[config.mk]
export PLATFORM = sky130hd
export DESIGN_NAME = vscale_div_unit
export DESIGN_NICKNAME = d
export VERILOG_FILES = /design/src/rtl/vscale_div_unit.sv
export SDC_FILE = /design/constraint.sdc
export NUM_CORES = 1
export LEC_CHECK = 0
export ABC_AREA = 0
export CAP_MARGIN = 20
export CORE_UTILIZATION = 25
export DETAILED_ROUTE_END_ITERATION = 16
export HOLD_SLACK_MARGIN = 0.08
export SLEW_MARGIN = 40
export SYNTH_ARGS = -nofsm -noshare
export SYNTH_HDL_FRONTEND = slang
export SYNTH_SLANG_ARGS = --single-unit
[constraint.sdc]
create_clock -name clk -period 3.8 [get_ports clk]
set_input_delay 0.57 -clock clk [delete_from_list [all_inputs] [get_ports clk]]
set_output_delay 0.57 -clock clk [all_outputs]
set_load 0.005 [all_outputs]
[src/rtl/vscale_div_unit.sv]
// Unpipelined 32-bit integer divider for the RISC-V M extension (DIV/DIVU/REM/REMU).
// One restoring shift-subtract step per cycle; divide-by-zero and signed overflow are answered at once.
module vscale_div_unit (
    input  logic        clk,
    input  logic        reset_n,
    input  logic        req_valid,
    output logic        req_ready,
    input  logic [1:0]  req_op,
    input  logic [31:0] req_in_1,
    input  logic [31:0] req_in_2,
    input  logic        kill,
    output logic        resp_valid,
    input  logic        resp_ready,
    output logic [31:0] resp_result
);

    typedef enum logic [1:0] {
        S_IDLE    = 2'd0,
        S_COMPUTE = 2'd1,
        S_DONE    = 2'd2
    } state_t;

    // req_op[1] selects remainder, req_op[0] selects unsigned.
    localparam logic [31:0] INT_MIN = 32'h8000_0000;
    localparam logic [31:0] ALL_ONES = 32'hFFFF_FFFF;

    state_t      state_q, state_d;
    logic [4:0]  count_q;
    logic [1:0]  op_q;
    logic [31:0] divisor_q;
    logic [31:0] quo_q;
    logic [31:0] rem_q;
    logic        neg_quo_q;
    logic        neg_rem_q;

    logic        accept;
    logic        is_signed;
    logic        div_zero;
    logic        overflow;
    logic [31:0] mag_1;
    logic [31:0] mag_2;
    logic [32:0] rem_shift;
    logic        step_fits;
    logic [32:0] step_diff;

    assign req_ready = (state_q == S_IDLE) && !kill;
    assign accept    = req_valid && req_ready;

    assign is_signed = !req_op[0];
    assign div_zero  = (req_in_2 == 32'd0);
    assign overflow  = is_signed && (req_in_1 == INT_MIN) && (req_in_2 == ALL_ONES);
    assign mag_1     = (is_signed && req_in_1[31]) ? (~req_in_1 + 32'd1) : req_in_1;
    assign mag_2     = (is_signed && req_in_2[31]) ? (~req_in_2 + 32'd1) : req_in_2;

    // The shifted partial remainder needs a 33rd bit: the divisor may use all 32.
    assign rem_shift = {rem_q, quo_q[31]};
    assign step_fits = (rem_shift >= {1'b0, divisor_q});
    assign step_diff = rem_shift - {1'b0, divisor_q};

    always_comb begin
        // NOTE: default first so every path assigns state_d and no latch is inferred.
        state_d = state_q;
        if (kill) begin
            state_d = S_IDLE;
        end else begin
            case (state_q)
                S_IDLE: begin
                    if (req_valid) begin
                        state_d = (div_zero || overflow) ? S_DONE : S_COMPUTE;
                    end
                end
                S_COMPUTE: begin
                    if (count_q == 5'd31) begin
                        state_d = S_DONE;
                    end
                end
                S_DONE: begin
                    if (resp_ready) begin
                        state_d = S_IDLE;
                    end
                end
                default: state_d = S_IDLE;
            endcase
        end
    end

    // NOTE: sequential state uses non-blocking assignments so all registers update together.
    always_ff @(posedge clk or negedge reset_n) begin
        if (!reset_n) begin
            state_q <= S_IDLE;
        end else begin
            state_q <= state_d;
        end
    end

    always_ff @(posedge clk or negedge reset_n) begin
        if (!reset_n) begin
            count_q   <= 5'd0;
            op_q      <= 2'd0;
            divisor_q <= 32'd0;
            quo_q     <= 32'd0;
            rem_q     <= 32'd0;
            neg_quo_q <= 1'b0;
            neg_rem_q <= 1'b0;
        end else if (accept) begin
            op_q    <= req_op;
            count_q <= 5'd0;
            if (div_zero) begin
                divisor_q <= 32'd0;
                quo_q     <= ALL_ONES;
                rem_q     <= req_in_1;
                neg_quo_q <= 1'b0;
                neg_rem_q <= 1'b0;
            end else if (overflow) begin
                divisor_q <= 32'd0;
                quo_q     <= INT_MIN;
                rem_q     <= 32'd0;
                neg_quo_q <= 1'b0;
                neg_rem_q <= 1'b0;
            end else begin
                // Quotient register starts as the dividend magnitude and is shifted out MSB first.
                divisor_q <= mag_2;
                quo_q     <= mag_1;
                rem_q     <= 32'd0;
                neg_quo_q <= is_signed && (req_in_1[31] ^ req_in_2[31]);
                neg_rem_q <= is_signed && req_in_1[31];
            end
        end else if ((state_q == S_COMPUTE) && !kill) begin
            count_q <= count_q + 5'd1;
            quo_q   <= {quo_q[30:0], step_fits};
            rem_q   <= step_fits ? step_diff[31:0] : rem_shift[31:0];
        end
    end

    always_comb begin
        resp_valid  = (state_q == S_DONE);
        resp_result = 32'd0;
        if (resp_valid) begin
            if (op_q[1]) begin
                resp_result = neg_rem_q ? (~rem_q + 32'd1) : rem_q;
            end else begin
                resp_result = neg_quo_q ? (~quo_q + 32'd1) : quo_q;
            end
        end
    end

endmodule

Yosys cells after proc, flatten, opt, wreduce, memory -nomap -nowiden

Index checks and enable logic that the tools add are counted.

$add $sub $neg: 6
$lt $le $gt $ge: 1
Equal/unequal tests: 8
Multiplexer cells: 28
Bitwise gates (word level): 5
Reductions and logical operators: 15

Operators by type and width:

| operator                                                                 | count |
|---|---|
| 32-bit 2-to-1 mux                                                        | 16 |
| 32-bit by 1-bit adder with 32-bit output (second input constant)         | 4 |
| 32-bit NOT                                                               | 4 |
| 32-bit == test (second input constant)                                   | 2 |
| 33-bit by 32-bit greater-or-equal comparator with 1-bit output           | 1 |
| 32-bit logical NOT                                                       | 1 |
| 32-bit subtractor                                                        | 1 |
| 2-bit 2-to-1 mux                                                         | 5 |
| 5-bit 2-to-1 mux                                                         | 2 |
| 1-bit logical AND                                                        | 8 |
| 3-bit inequality test (second input constant)                            | 2 |
| 2-bit case mux with 3 select lines                                       | 1 |
| 5-bit by 1-bit adder with 5-bit output (second input constant)           | 1 |
| 5-bit == test (second input constant)                                    | 1 |
| 1-bit 2-to-1 mux                                                         | 4 |
| 3-bit by 2-bit inequality test with 1-bit output (second input constant) | 1 |
| 3-bit AND reduction                                                      | 1 |
| 2-bit by 1-bit == test with 1-bit output (second input constant)         | 1 |
| 2-bit == test (second input constant)                                    | 1 |
| 1-bit logical NOT                                                        | 2 |
| 2-bit logical NOT                                                        | 1 |
| 2-bit nonzero test                                                       | 1 |
| 1-bit logical OR                                                         | 1 |
| 1-bit bitwise XOR                                                        | 1 |

Flip-flop bits (word level): 107
Input bits: 71
Output and inout port bits: 34

Depth between registers and ports, before layout

Word-level depth: 8
Mapped depth: 12

Worst setup path before layout

OpenSTA, ideal clock, no wires.

Path type: register to output
Start point: reg quo_q[2]
End point: out resp_result[27]
Data arrival time: 2.622 ns
Data required time: 3.230 ns
Slack: 0.608 ns
Stages on the path, launching flop included: 10
Path buffers: 1
Cell sequence: dfrtp_1 -> clkbuf_1 -> nor4_1 -> nand3b_1 -> or4_1 -> or3_1 -> o31ai_1 -> xnor2_1 -> o21ai_1 -> a21oi_1

Longest elaborated chain between the ends: 5

Ends and longest elaborated chain:

| element                                  | line | text |
|---|---|---|
| start: declaration                       | 31   | `logic [31:0] quo_q;` |
| start signal: assignment                 | 123  | `quo_q <= mag_1;` |
| start signal: assignment                 | 130  | `quo_q <= {quo_q[30:0], step_fits};` |
| 32-bit NOT                               | 142  | `resp_result = neg_quo_q ? (~quo_q + 32'd1) : quo_q;` |
| 32-bit by 1-bit adder with 32-bit output | 142  |  |
| 32-bit 2-to-1 mux                        | 142  |  |
| 32-bit 2-to-1 mux                        | 139  | `if (op_q[1]) begin` |
| 32-bit 2-to-1 mux                        | 138  | `if (resp_valid) begin` |
| end: declaration                         | 14   | `output logic [31:0] resp_result` |

Every way passes these cells.

Worst setup path in the final report

Start point: reg rem_q[26]
End point: out resp_result[30]

Longest elaborated chain between the ends: 5

Ends and longest elaborated chain:

| element                                  | line | text |
|---|---|---|
| start: declaration                       | 32   | `logic [31:0] rem_q;` |
| start signal: assignment                 | 111  | `rem_q <= req_in_1;` |
| start signal: assignment                 | 131  | `rem_q <= step_fits ? step_diff[31:0] : rem_shift[31:0];` |
| 32-bit NOT                               | 140  | `resp_result = neg_rem_q ? (~rem_q + 32'd1) : rem_q;` |
| 32-bit by 1-bit adder with 32-bit output | 140  |  |
| 32-bit 2-to-1 mux                        | 140  |  |
| 32-bit 2-to-1 mux                        | 139  |  |
| 32-bit 2-to-1 mux                        | 138  |  |

Every way passes these cells.

==> results.md <==
* Max Clock Freq at 271 MHz
* Ys Warns at 0
* Drt drc at 0
* Post-synth net total at 1,380
* Pin count of the biggest net entering global routing at 64
* Root Driver: clkbuf_16
* Share of the synthesized area in the top cell type at 0.271
* Flops & latches, synth at 106
* Routed WL per cell at 18.0 µm
* CTS H-tree depth at 3
* Vias at 10,139
* CP Launch Type: flip-flop
* Seq/Total Area, Yosys at 0.271
* Clock slew at reported path FFs at 0.08 ns
* Core Area at 0.0386 mm²
* CP peak stage delay at 0.63 ns
* Setup TNS at 0 ns
* Tightest Pin Transition at 0.690 ns
* Total grt overflow at 0
* Layout Cells excl Fill at 1,903
* HPWL Detailed at 27,100 µm
* Starting Density at 0.254
* CTS Buf Count at 9
* # fillers at 4,081
* Fraction of layout cells with a size suffix above 1 at 0.115
* Clock sink count at 106
* Final setup vio count at 0
* Distinct cells, synth at 69
* Area Growth Syn to Fin at 26.2%
* Outcome: completed
* Leakage power at 4.90 nW
* Final Critical Period at 3.68 ns
* Port Buf Inserts at 104
* Final period util at 0.970
* Post-synth EDFFs at 0
* Endpoint type of the worst setup path: output port
* Site row count at 72
* RSZ-0062 raised after global routing: yes
* First-pass GRT wire length at 53,600 µm
* Longest Clk Path Bufs at 2
* Drt total wl at 34,300 µm
* Pre-antenna DRT Iters at 6
* Hold_buf cts at 0
* N_diodes at 0
* Die span in x at 200 µm
* Initial drt markers at 925
* Initial antenna violation count at 0
* # IOs at 105
* Pwr Density at 668 mW/mm²
* Fin. max-slew vios at 0
* Clk Latency, worst-skew pair at 0.37 ns
* Chip height at 200 µm
* Synth Cell Area at 0.00980 mm²
* CP max FO at 5
* Rel. slew slack at 0.535
* Routability cong. at 0.856
* Nets at 1,491
* Syn avg cell area at 7.72 µm²
* Yosys top cell by area: dfrtp_1
* Worst path cell trace: or4_4 > or4_1 > o21ai_0 > nand2_1 > xnor2_1 > a21oi_1 > clkdlybuf4s50_1
* Multi-input logic area at 0.00680 mm²
* Hold Vio Cnt, Final at 0
* Crit path kind: reg2out
* Top cells by area, synth: dfrtp_1, xor2_1, a21oi_1
* Critical Path AT at 3.11 ns
* CTS tree: done
* Vias in the first global route at 9,478
* Overall Global Routing Usage at 0.173
* Antenna-violating nets left at 0
* Most frequent cell after synthesis: nand2_1
* Asr flop ratio synth at 1.00
* Synth Flop Type: dfrtp_1
* DR vias/cell at 5.33
* Maxcap violations at 0
* Placed cells at 1,884
* FF/Latch Area at 0.00266 mm²
* WP data required at 3.23 ns
* Post-synth top cells: nand2_1, a21oi_1, dfrtp_1, nor2_1, o21ai_0
* Pwr Total at 8.27 mW
* Die area at 0.0400 mm²
* Syn Inst Count at 1,269
* Hold Crit Class: in2async
* Slowest CP cell: or4_4
* Finished Core Util at 0.320
* Worst Clk Skew at 0.0109 ns
* Worst vdd ir at 342 µV
[final timing paths]
path | start | end | slack [ns] | cells past startpoint
setup / recovery | rem_q[26]$_DFFE_PN0P_ | resp_result[30] | 0.12 | 7
hold / removal | reset_n | quo_q[3]$_DFFE_PN0P_ | 0.18 | 1
setup reg to reg | rem_q[0]$_DFFE_PN0P_ | rem_q[16]$_DFFE_PN0P_ | 0.27 | 10
hold reg to reg | divisor_q[0]$_DFFE_PN0P_ | divisor_q[0]$_DFFE_PN0P_ | 0.50 | 2
max in group asynchronous | reset_n | divisor_q[23]$_DFFE_PN0P_ | 2.79 | 2
min in group clk | divisor_q[0]$_DFFE_PN0P_ | divisor_q[0]$_DFFE_PN0P_ | 0.50 | 2
[critical path, delay by kind of cell, from the launching register on]
kind | cells | cell delay, ns
AOI/OAI and AO/OA | 2 | 0.36
xor gates and xnor gates | 1 | 0.16
buffers and inverters | 1 | 0.54
DFF | 1 | 0.49
and+or+nand+nor | 3 | 1.20
[cells by family (layout without fill, tap and decap cells)]
logic type | Yosys count | count (layout) | synth area share
mux | 12 | 12 | 0.0128
fa+ha+maj | 40 | 40 | 0.0518
compound gates | 425 | 425 | 0.281
flops | 106 | 106 | 0.271
buf+inv | 144 | 260 | 0.0590
xor+xnor | 139 | 139 | 0.124
simple gates | 403 | 403 | 0.200
[sequential cells by signal, summed over array words and instances (netlist names)]
| name | flops |
|---|---|
| op_q | 1 |
| count_q | 5 |
| quo_q | 32 |
| neg_rem_q | 1 |
| state_q | 2 |
| neg_quo_q | 1 |
| rem_q | 32 |
| divisor_q | 32 |
[layer usage]
layer  global-route usage  vias to the layer above  routed length [µm]
li1                     -                     4908                   -
met1                0.243                     4813               16100
met2                0.273                      377               15300
met3               0.0242                       41                2170
met4               0.0498                        0                 755
met5                    0                        -                   0
[cell usage in the layout (no fill, tap or decap), types with 13 or more instances in the layout]
| cell | count |
|---|---|
| clkdlybuf4s50_1 | 97 |
| a31oi_1 | 27 |
| or3_1 | 13 |
| ha_1 | 39 |
| a222oi_1 | 22 |
| o22ai_1 | 35 |
| o41ai_1 | 13 |
| a211oi_1 | 20 |
| nor2_1 | 104 |
| o21ai_0 | 74 |
| nand4_1 | 24 |
| a21o_1 | 27 |
| o31ai_1 | 21 |
| nand2_1 | 122 |
| xnor2_1 | 68 |
| buf_4 | 81 |
| inv_1 | 54 |
| nor3_1 | 27 |
| nand3_1 | 21 |
| xor2_1 | 70 |
| a21oi_1 | 113 |
| dfrtp_1 | 104 |
[stage by stage]
step                      instance area [µm²]  hold slack, ns  setup slack, ns
after floorplan                          9800           0.274            0.608
after global placement                  11800           0.478           0.0501
after detailed placement                11800           0.492           0.0326
after CTS                               12200           0.315          -0.0133
after global routing                    12400           0.218         0.000107
final                                   12400           0.179            0.115
[where the power goes]
part           internal [mW]  switching, mW  total, mW
clock                  0.583          0.474       1.06
sequential              1.49          0.557       2.05
combinational           2.22           2.95       5.16
total                   4.29           3.98       8.27
[repair_timing]
item	CTS	global route
resized for setup	22	32
buffers inserted	3	0
endpoints found under the setup margin	9	44
pin swaps	1	7
[layout make-up]
class / instances / area share
multi-input combinational: 1019 / 0.549
sequential: 106 / 0.215
clock buffer: 9 / 0.0182
clock inverter: 7 / 0.00819
timing repair buffer: 189 / 0.140
tap: 518 / 0.0524
inverter: 55 / 0.0167
Note: power is estimated with default switching activity, not from simulation.
